===== config.mk =====
export PLATFORM = sky130hd
export DESIGN_NAME = jtgng_ps2_key_tx
export DESIGN_NICKNAME = d
export VERILOG_FILES = /design/src/rtl/jtgng_ps2_key_tx.sv
export SDC_FILE = /design/constraint.sdc
export NUM_CORES = 1
export LEC_CHECK = 0
export BUFFER_PORTS_ARGS = -buffer_cell sky130_fd_sc_hd__buf_2
export CELL_PAD_IN_SITES_DETAIL_PLACEMENT = 1
export CELL_PAD_IN_SITES_GLOBAL_PLACEMENT = 1
export CORE_MARGIN = 8
export CORE_UTILIZATION = 48
export DETAILED_ROUTE_END_ITERATION = 10
export GPL_ROUTABILITY_DRIVEN = 0
export GPL_TIMING_DRIVEN = 0
export PLACE_DENSITY_LB_ADDON = 0.1
export SYNTH_ARGS = -nofsm -noshare
export SYNTH_HDL_FRONTEND = slang
export SYNTH_SLANG_ARGS = --single-unit

===== constraint.sdc =====
create_clock -name clk -period 2.5 [get_ports clk]
set_input_delay 0.125 -clock clk [delete_from_list [all_inputs] [get_ports clk]]
set_output_delay 0.125 -clock clk [all_outputs]
set_load 0.02 [all_outputs]

===== src/rtl/jtgng_ps2_key_tx.sv =====
// Purpose: receive raw PS/2 keyboard frames, decode E0/F0/E1 prefixes, emit 11-bit ps2_key events.
// Latency: stop-bit fall -> rx_valid +1 cycle -> key_stb/ps2_key +2 cycles (plus 2 sync + FILTER cycles).
// Backpressure: none; the PS/2 device sets the pace and every output is a single-cycle pulse or held level.
module jtgng_ps2_key_tx #(
    parameter int FILTER  = 4,
    parameter int TIMEOUT = 96000,
    parameter int TW      = 17
) (
    input  logic        clk,
    input  logic        rst,
    input  logic        ps2_clk,
    input  logic        ps2_data,
    output logic [10:0] ps2_key,
    output logic        key_stb,
    output logic [7:0]  rx_byte,
    output logic        rx_valid,
    output logic        frame_err
);
    localparam int FW = $clog2(FILTER + 1);

    typedef enum logic [1:0] {IDLE, DATA, PAR, STOP} state_t;

    // input conditioning: {clk, data} pairs
    logic [1:0]    sync1_q, sync1_d, sync2_q, sync2_d;
    logic          clk_f_q, clk_f_d, dat_f_q, dat_f_d, clk_prev_q, clk_prev_d;
    logic [FW-1:0] clk_cnt_q, clk_cnt_d, dat_cnt_q, dat_cnt_d;
    logic          fall;

    // frame receiver
    state_t        state_q, state_d;
    logic [2:0]    bit_idx_q, bit_idx_d;
    logic [7:0]    shift_q, shift_d;
    logic          par_q, par_d;
    logic [TW-1:0] tmo_q, tmo_d;
    logic [7:0]    rx_byte_q, rx_byte_d;
    logic          rx_valid_q, rx_valid_d, frame_err_q, frame_err_d;

    // scan-code decoder
    logic          ext_q, ext_d, rel_q, rel_d;
    logic [2:0]    skip_q, skip_d;
    logic [10:0]   ps2_key_q, ps2_key_d;
    logic          key_stb_q, key_stb_d;

    // two-flop synchroniser, then accept a new level only after FILTER consecutive differing samples
    always_comb begin
        sync1_d    = {ps2_clk, ps2_data};
        sync2_d    = sync1_q;
        clk_f_d    = clk_f_q;
        dat_f_d    = dat_f_q;
        clk_cnt_d  = '0;
        dat_cnt_d  = '0;
        clk_prev_d = clk_f_q;
        if (sync2_q[1] != clk_f_q) begin
            if (clk_cnt_q == FW'(FILTER - 1)) clk_f_d = sync2_q[1];
            else                              clk_cnt_d = clk_cnt_q + 1'b1;
        end
        if (sync2_q[0] != dat_f_q) begin
            if (dat_cnt_q == FW'(FILTER - 1)) dat_f_d = sync2_q[0];
            else                              dat_cnt_d = dat_cnt_q + 1'b1;
        end
    end

    assign fall = clk_prev_q & ~clk_f_q;

    // frame FSM: advances on filtered clock falls, abandons partial frames after TIMEOUT idle cycles
    always_comb begin
        state_d     = state_q;
        bit_idx_d   = bit_idx_q;
        shift_d     = shift_q;
        par_d       = par_q;
        tmo_d       = tmo_q;
        rx_byte_d   = rx_byte_q;
        rx_valid_d  = 1'b0;
        frame_err_d = 1'b0;
        if (fall) begin
            tmo_d = '0;
            case (state_q)
                IDLE: begin
                    if (!dat_f_q) begin
                        state_d   = DATA;
                        bit_idx_d = 3'd0;
                    end
                end
                DATA: begin
                    shift_d   = {dat_f_q, shift_q[7:1]};
                    bit_idx_d = bit_idx_q + 3'd1;
                    if (bit_idx_q == 3'd7) state_d = PAR;
                end
                PAR: begin
                    par_d   = dat_f_q;
                    state_d = STOP;
                end
                default: begin
                    // odd parity: data bits plus parity bit must XOR to 1
                    if (dat_f_q && (^{shift_q, par_q})) begin
                        rx_byte_d  = shift_q;
                        rx_valid_d = 1'b1;
                    end else begin
                        frame_err_d = 1'b1;
                    end
                    state_d = IDLE;
                end
            endcase
        end else if (state_q == IDLE) begin
            tmo_d = '0;
        end else if (tmo_q == TW'(TIMEOUT - 1)) begin
            state_d     = IDLE;
            frame_err_d = 1'b1;
            tmo_d       = '0;
        end else begin
            tmo_d = tmo_q + 1'b1;
        end
    end

    // decoder: prefixes set flags, E1 swallows the rest of the Pause sequence, other codes emit an event
    always_comb begin
        ext_d     = ext_q;
        rel_d     = rel_q;
        skip_d    = skip_q;
        ps2_key_d = ps2_key_q;
        key_stb_d = 1'b0;
        if (frame_err_q) begin
            ext_d  = 1'b0;
            rel_d  = 1'b0;
            skip_d = 3'd0;
        end else if (rx_valid_q) begin
            if (skip_q != 3'd0) begin
                skip_d = skip_q - 3'd1;
            end else begin
                case (rx_byte_q)
                    8'hE1: skip_d = 3'd7;
                    8'hE0: ext_d  = 1'b1;
                    8'hF0: rel_d  = 1'b1;
                    8'hFA, 8'hAA, 8'hEE, 8'hFE: ;
                    default: begin
                        ps2_key_d = {~ps2_key_q[10], ~rel_q, ext_q, rx_byte_q};
                        key_stb_d = 1'b1;
                        ext_d     = 1'b0;
                        rel_d     = 1'b0;
                    end
                endcase
            end
        end
    end

    // state registers; idle lines read as 1
    always_ff @(posedge clk or posedge rst) begin
        if (rst) begin
            sync1_q     <= 2'b11;
            sync2_q     <= 2'b11;
            clk_f_q     <= 1'b1;
            dat_f_q     <= 1'b1;
            clk_prev_q  <= 1'b1;
            clk_cnt_q   <= '0;
            dat_cnt_q   <= '0;
            state_q     <= IDLE;
            bit_idx_q   <= 3'd0;
            shift_q     <= 8'd0;
            par_q       <= 1'b0;
            tmo_q       <= '0;
            rx_byte_q   <= 8'd0;
            rx_valid_q  <= 1'b0;
            frame_err_q <= 1'b0;
            ext_q       <= 1'b0;
            rel_q       <= 1'b0;
            skip_q      <= 3'd0;
            ps2_key_q   <= 11'd0;
            key_stb_q   <= 1'b0;
        end else begin
            sync1_q     <= sync1_d;
            sync2_q     <= sync2_d;
            clk_f_q     <= clk_f_d;
            dat_f_q     <= dat_f_d;
            clk_prev_q  <= clk_prev_d;
            clk_cnt_q   <= clk_cnt_d;
            dat_cnt_q   <= dat_cnt_d;
            state_q     <= state_d;
            bit_idx_q   <= bit_idx_d;
            shift_q     <= shift_d;
            par_q       <= par_d;
            tmo_q       <= tmo_d;
            rx_byte_q   <= rx_byte_d;
            rx_valid_q  <= rx_valid_d;
            frame_err_q <= frame_err_d;
            ext_q       <= ext_d;
            rel_q       <= rel_d;
            skip_q      <= skip_d;
            ps2_key_q   <= ps2_key_d;
            key_stb_q   <= key_stb_d;
        end
    end

    assign ps2_key   = ps2_key_q;
    assign key_stb   = key_stb_q;
    assign rx_byte   = rx_byte_q;
    assign rx_valid  = rx_valid_q;
    assign frame_err = frame_err_q;

endmodule


[After elaboration in Yosys (flattened, before gate mapping)]
Index checks and enable logic that the tools add are counted.
Cells by class
  add/sub/neg operators: 5
  eq/ne operators: 21
  multiplexer cells: 39
  bitwise logic cells: 8
  reductions and logical operators: 23
Operator list (number)
  $eq A8 B8 Y1 const B: 7
  $mux W17: 3
  $mux W3: 9
  $mux W1: 18
  $add A17 B1 Y17 const B: 1
  $eq A17 B17 Y1 const B: 1
  $reduce_and A3 Y1: 4
  $reduce_or A6 Y1: 2
  $mux W2: 5
  $reduce_and A2 Y1: 5
  $add A3 B1 Y3 const B: 3
  $reduce_xor A9 Y1: 1
  $reduce_and A4 Y1: 2
  $not A1 Y1: 7
  $reduce_or A7 Y1: 1
  $eq A3 B2 Y1 const B: 2
  $ne A2 B2 Y1 const B: 3
  $pmux W2 S3: 1
  $pmux W3 S2: 1
  $reduce_bool A2 Y1: 3
  $reduce_bool A3 Y1: 2
  $ne A2 B1 Y1 const B: 2
  $pmux W1 S2: 2
  $eq A3 B3 Y1 const B: 1
  other kinds (9): 10
Storage, ports and cells
  bits in registers: 71
  input port bits: 4
  word-level logic and storage cells: 116

[Depth between registers and ports, before layout]
  word-level depth: 6
  depth in mapped cells: 8
  mapped depth without buffers: 7

[Worst setup path before layout]
Ideal clock, no wire load.
  path kind: register to register
  start: reg rx_byte_q[1], in the netlist rx_byte[1]
  end: reg ps2_key_q[0], in the netlist ps2_key[0]
  setup time: 125 ps
  arrival time: 1938 ps
  path slack: 437 ps
  cell stages (with the launch flop): 7
  buffers on the path: 1
  period minus slack after synthesis: 2063 ps
  path through: dfrtp_1 > or4b_1 > o22ai_1 > o211ai_2 > nand3b_4 > buf_8 > mux2_4
On the way
  cells in the longest elaborated chain, start to end: 4
  elaborated cells between the ends (all ways): 10
RTL lines
  from (decl): line 35  | logic [7:0] rx_byte_q, rx_byte_d;
  from (signal assigned): line 182  | rx_byte_q <= rx_byte_d;
  $eq A8 B8 Y1: line 130  | case (rx_byte_q)
  $reduce_or A7 Y1 (no source line) *
  $not A1 Y1 (no source line) *
  $reduce_and A4 Y1 (no source line) *
  to (signal assigned): line 188  | ps2_key_q <= ps2_key_d;
  to (decl): line 41  | logic [10:0] ps2_key_q, ps2_key_d;
Mark *: on every way between the ends. The rest lies on a longest branch, timed or not.
A chain may end at the register's enable or synchronous reset.

[Worst setup path in the final report]
  start: reg rx_byte_q[1], in the netlist rx_byte[1]
  end: reg ps2_key_q[3], in the netlist ps2_key[3]
The elaborated chain is that of the path after synthesis.

==> impl_metrics.csv <==
group,metric,value,unit
route,drtIter0Drc,84,
timing,slew_viol_final,0,
floorplan,die-area,9630,um^2
pwr,ir_worst_vdd,0.507,mV
global_route,grt_max_degree,72,
clock_network,cts_buffers,9,
timing,setup_ws,390,ps
worst_hold_path,hp-class,"reg -> reg",
outcome,status,"finished clean",
worst_setup_path,worstSetupPathType,"reg -> reg",
clock_network,max-clock-path-buffers,2,
clock_network,postCtsSetupRepairBufs,0,
route,drc,0,
timing,setup-violations-final,0,
global_route,antenna_found_initial,0,
worst_setup_path,cp.arrival,2330,ps
yosys,synth-seq-area-share,0.552,
final_layout,final_nets,315,
placement,dpl_worst_slack,391,ps
final_layout,area.growth.synth_to_final,14.8,%
placement,post_dp_cell_area,3460,um^2
clock_network,clk_pin_slew,80,ps
timing,whs,358,ps
global_route,grtUsageTotal,0.133,
global_route,grt_pass1_vias,2216,
timing,period_minus_slack,2110,ps
route,viasPerCell,5.29,
placement,portBuffers,25,
placement,dp_hpwl,4.09,mm
floorplan,core_area,6640,um^2
pwr,p_leak,1.83,nW
timing,tightest_slew,855,ps
final_layout,fin_area,3710,um^2
global_route,grt_pass1_wl,10.3,mm
route,wl_per_cell,15.1,um
pwr,power,3.48,mW
yosys,synth_edf_count,0,
clock_network,htree_levels,3,
run,drv_cap,0,
worst_setup_path,cp_slowest_cell,"or4b_1",
yosys,netlist_instances,260,
yosys,ys_warn_count,0,
timing,finalCritPeriodShare,0.844,
clock_network,numClockSinks,71,
worst_setup_path,crit_fanout,10,
floorplan,ios,26,
yosys,synthArstFlopShare,1.00,
pwr,p_per_area,938,nW/um^2
timing,rsz0062_at_grt,"false",
worst_setup_path,cp_num_buf_inv,1,
floorplan,die_y,98.1,um
floorplan,fp-row-count,30,
yosys,ys_types,44,
worst_setup_path,cp_data_required_time,2720,ps
clock_network,cts_tree,"done",
worst_setup_path,cp-end-kind,"register",
route,wirelength,5.81,mm
global_route,grt-ovfl-total,0,
yosys,syn_area_per_cell,12.4,um^2
yosys,syn_nets,276,
timing,clock_skew,9.18,ps
final_layout,antenna_cells,0,
clock_network,insertion_delay,340,ps
final_layout,post_route_cells_drive_above_1_share,0.286,
clock_network,cts_root_buffer,"clkbuf_8",
clock_network,cts_resized,0,
floorplan,chipWidth,98.1,um
yosys,synth-seq-cells,71,
worst_setup_path,crit_family,"simple AND/OR/NAND/NOR gates",
worst_setup_path,path_cells,"or4b_1, o22ai_1, o211ai_2, nand3b_4, buf_8, mux2_4",
timing,finalHoldViolations,0,
yosys,yosys_most_used_dff,"dfrtp_1",
route,vias,2032,
yosys,synth_area,3240,um^2
worst_setup_path,slowest_delay,580,ps
worst_setup_path,start_kind,"register",
floorplan,initial_core_util,0.487,
timing,timing.slew.headroom,0.430,
route,ant_nets,0,
route,first_pass_iters,4,
timing,timing.fmax,0.474,GHz
worst register-to-register path, stage by stage, from the launching register on:
cell	delay, ps
dfrtp_1	450
or4b_1	580
o22ai_1	200
o211ai_2	170
nand3b_4	140
buf_8	160
mux2_4	310
path summary, 6_finish.rpt:
path                                         from                     end  slack [ps]  depth (start not counted)
hold reg to reg              sync1_q[1]$_DFF_PP1_    sync2_q[1]$_DFF_PP1_         360                          0
min in group asynchronous                     rst      tmo_q[0]$_DFF_PP0_         500                          3
hold / removal               sync1_q[1]$_DFF_PP1_    sync2_q[1]$_DFF_PP1_         360                          0
setup reg to reg           rx_byte[1]$_DFFE_PP0P_  ps2_key[3]$_DFFE_PP0P_         390                          6
setup / recovery           rx_byte[1]$_DFFE_PP0P_  ps2_key[3]$_DFFE_PP0P_         390                          6
max in group asynchronous                     rst  state_q[1]$_DFFE_PP0P_        1430                          3
power by group:
| part | total, mW | internal (mW) | switching, mW |
|---|---|---|---|
| clock | 1.01 | 0.565 | 0.442 |
| sequential | 1.51 | 1.35 | 0.166 |
| combinational | 0.963 | 0.449 | 0.513 |
| total | 3.48 | 2.36 | 1.12 |
synth_stat cells, drive strengths merged, types with 3 or more instances:
cell / n / area [um^2]
a21oi: 4 / 20.0
buf: 3 / 25.0
dfrtp: 64 / 1600
dfstp: 7 / 184
ha: 12 / 150
inv: 13 / 48.8
mux2: 28 / 342
nand2: 11 / 41.3
nand3: 9 / 45.0
nand3b: 3 / 35.0
nand4: 6 / 52.6
nor2: 25 / 93.8
nor2b: 4 / 25.0
nor3: 6 / 30.0
nor3b: 5 / 37.5
o21ai: 5 / 25.0
xnor2: 13 / 121
xor2: 12 / 105
per-stage QoR:
step	TNS (ps)	std cells	util
3_5_place_dp	0	365	0.521
5_1_grt	0	384	0.559
2_1_floorplan	0	260	-
4_1_cts	0	384	0.559
6_report	0	384	0.559
3_3_place_gp	-17150	365	0.521
routing by layer:
metal  global-route usage  wire, um  vias to the layer above
met5                    0         0                        -
met1                0.163      2810                     1011
met4               0.0671        80                        0
met3               0.0405       234                        7
li1                     -         -                      984
met2                0.206      2690                       30
state kept, by name (all words and copies together), names as in the netlist, 2 cells and up:
name / count
rx_byte: 8
shift_q: 8
tmo_q: 17
ps2_key: 11
dat_cnt_q: 3
sync1_q: 2
clk_cnt_q: 3
skip_q: 3
sync2_q: 2
bit_idx_q: 3
state_q: 2
cell usage in the layout, fill, tap and decap left out, drive strengths merged, types with 3 or more instances in the layout:
master,synthesis,final
dlygate4sd3,0,3
nand2,11,11
nor3b,5,5
clkbuf,2,11
nor2,25,25
buf,3,28
xor2,12,12
o21ai,5,5
inv,13,14
nand4,6,6
nand3,9,9
dfstp,7,7
nor2b,4,4
dfrtp,64,64
nand3b,3,3
xnor2,13,13
ha,12,12
clkinv,0,4
mux2,28,28
nor3,6,6
a21oi,4,4
what timing repair did:
action,4_1_cts,5_1_grt
endpoints found under the setup margin,0,0
endpoints found under the hold margin,46,0
hold buffers,3,0
layout make-up:
cell class	count	area, um^2
Buffer	5	32.5
Sequential cell	71	1790
Timing Repair Buffer	28	155
Clock inverter	7	96.3
Multi-Input combinational cell	171	1370
Inverter	13	51.3
Fill cell	721	2930
Tap cell	80	100
Clock buffer	9	124
kinds of logic (layout without fill, tap and decap cells):
family                   after synthesis  after routing  synth area share
AO/OA/AOI/OAI                         24             24            0.0526
XOR/XNOR                              26             26            0.0769
adder cells (fa/ha/maj)               12             12            0.0464
buffers and inverters                 18             62            0.0251
flip-flops                            71             71             0.552
multiplexers                          30             30             0.112
AND/OR/NAND/NOR                       79             79             0.136
Note: power is estimated with default switching activity, not from simulation.
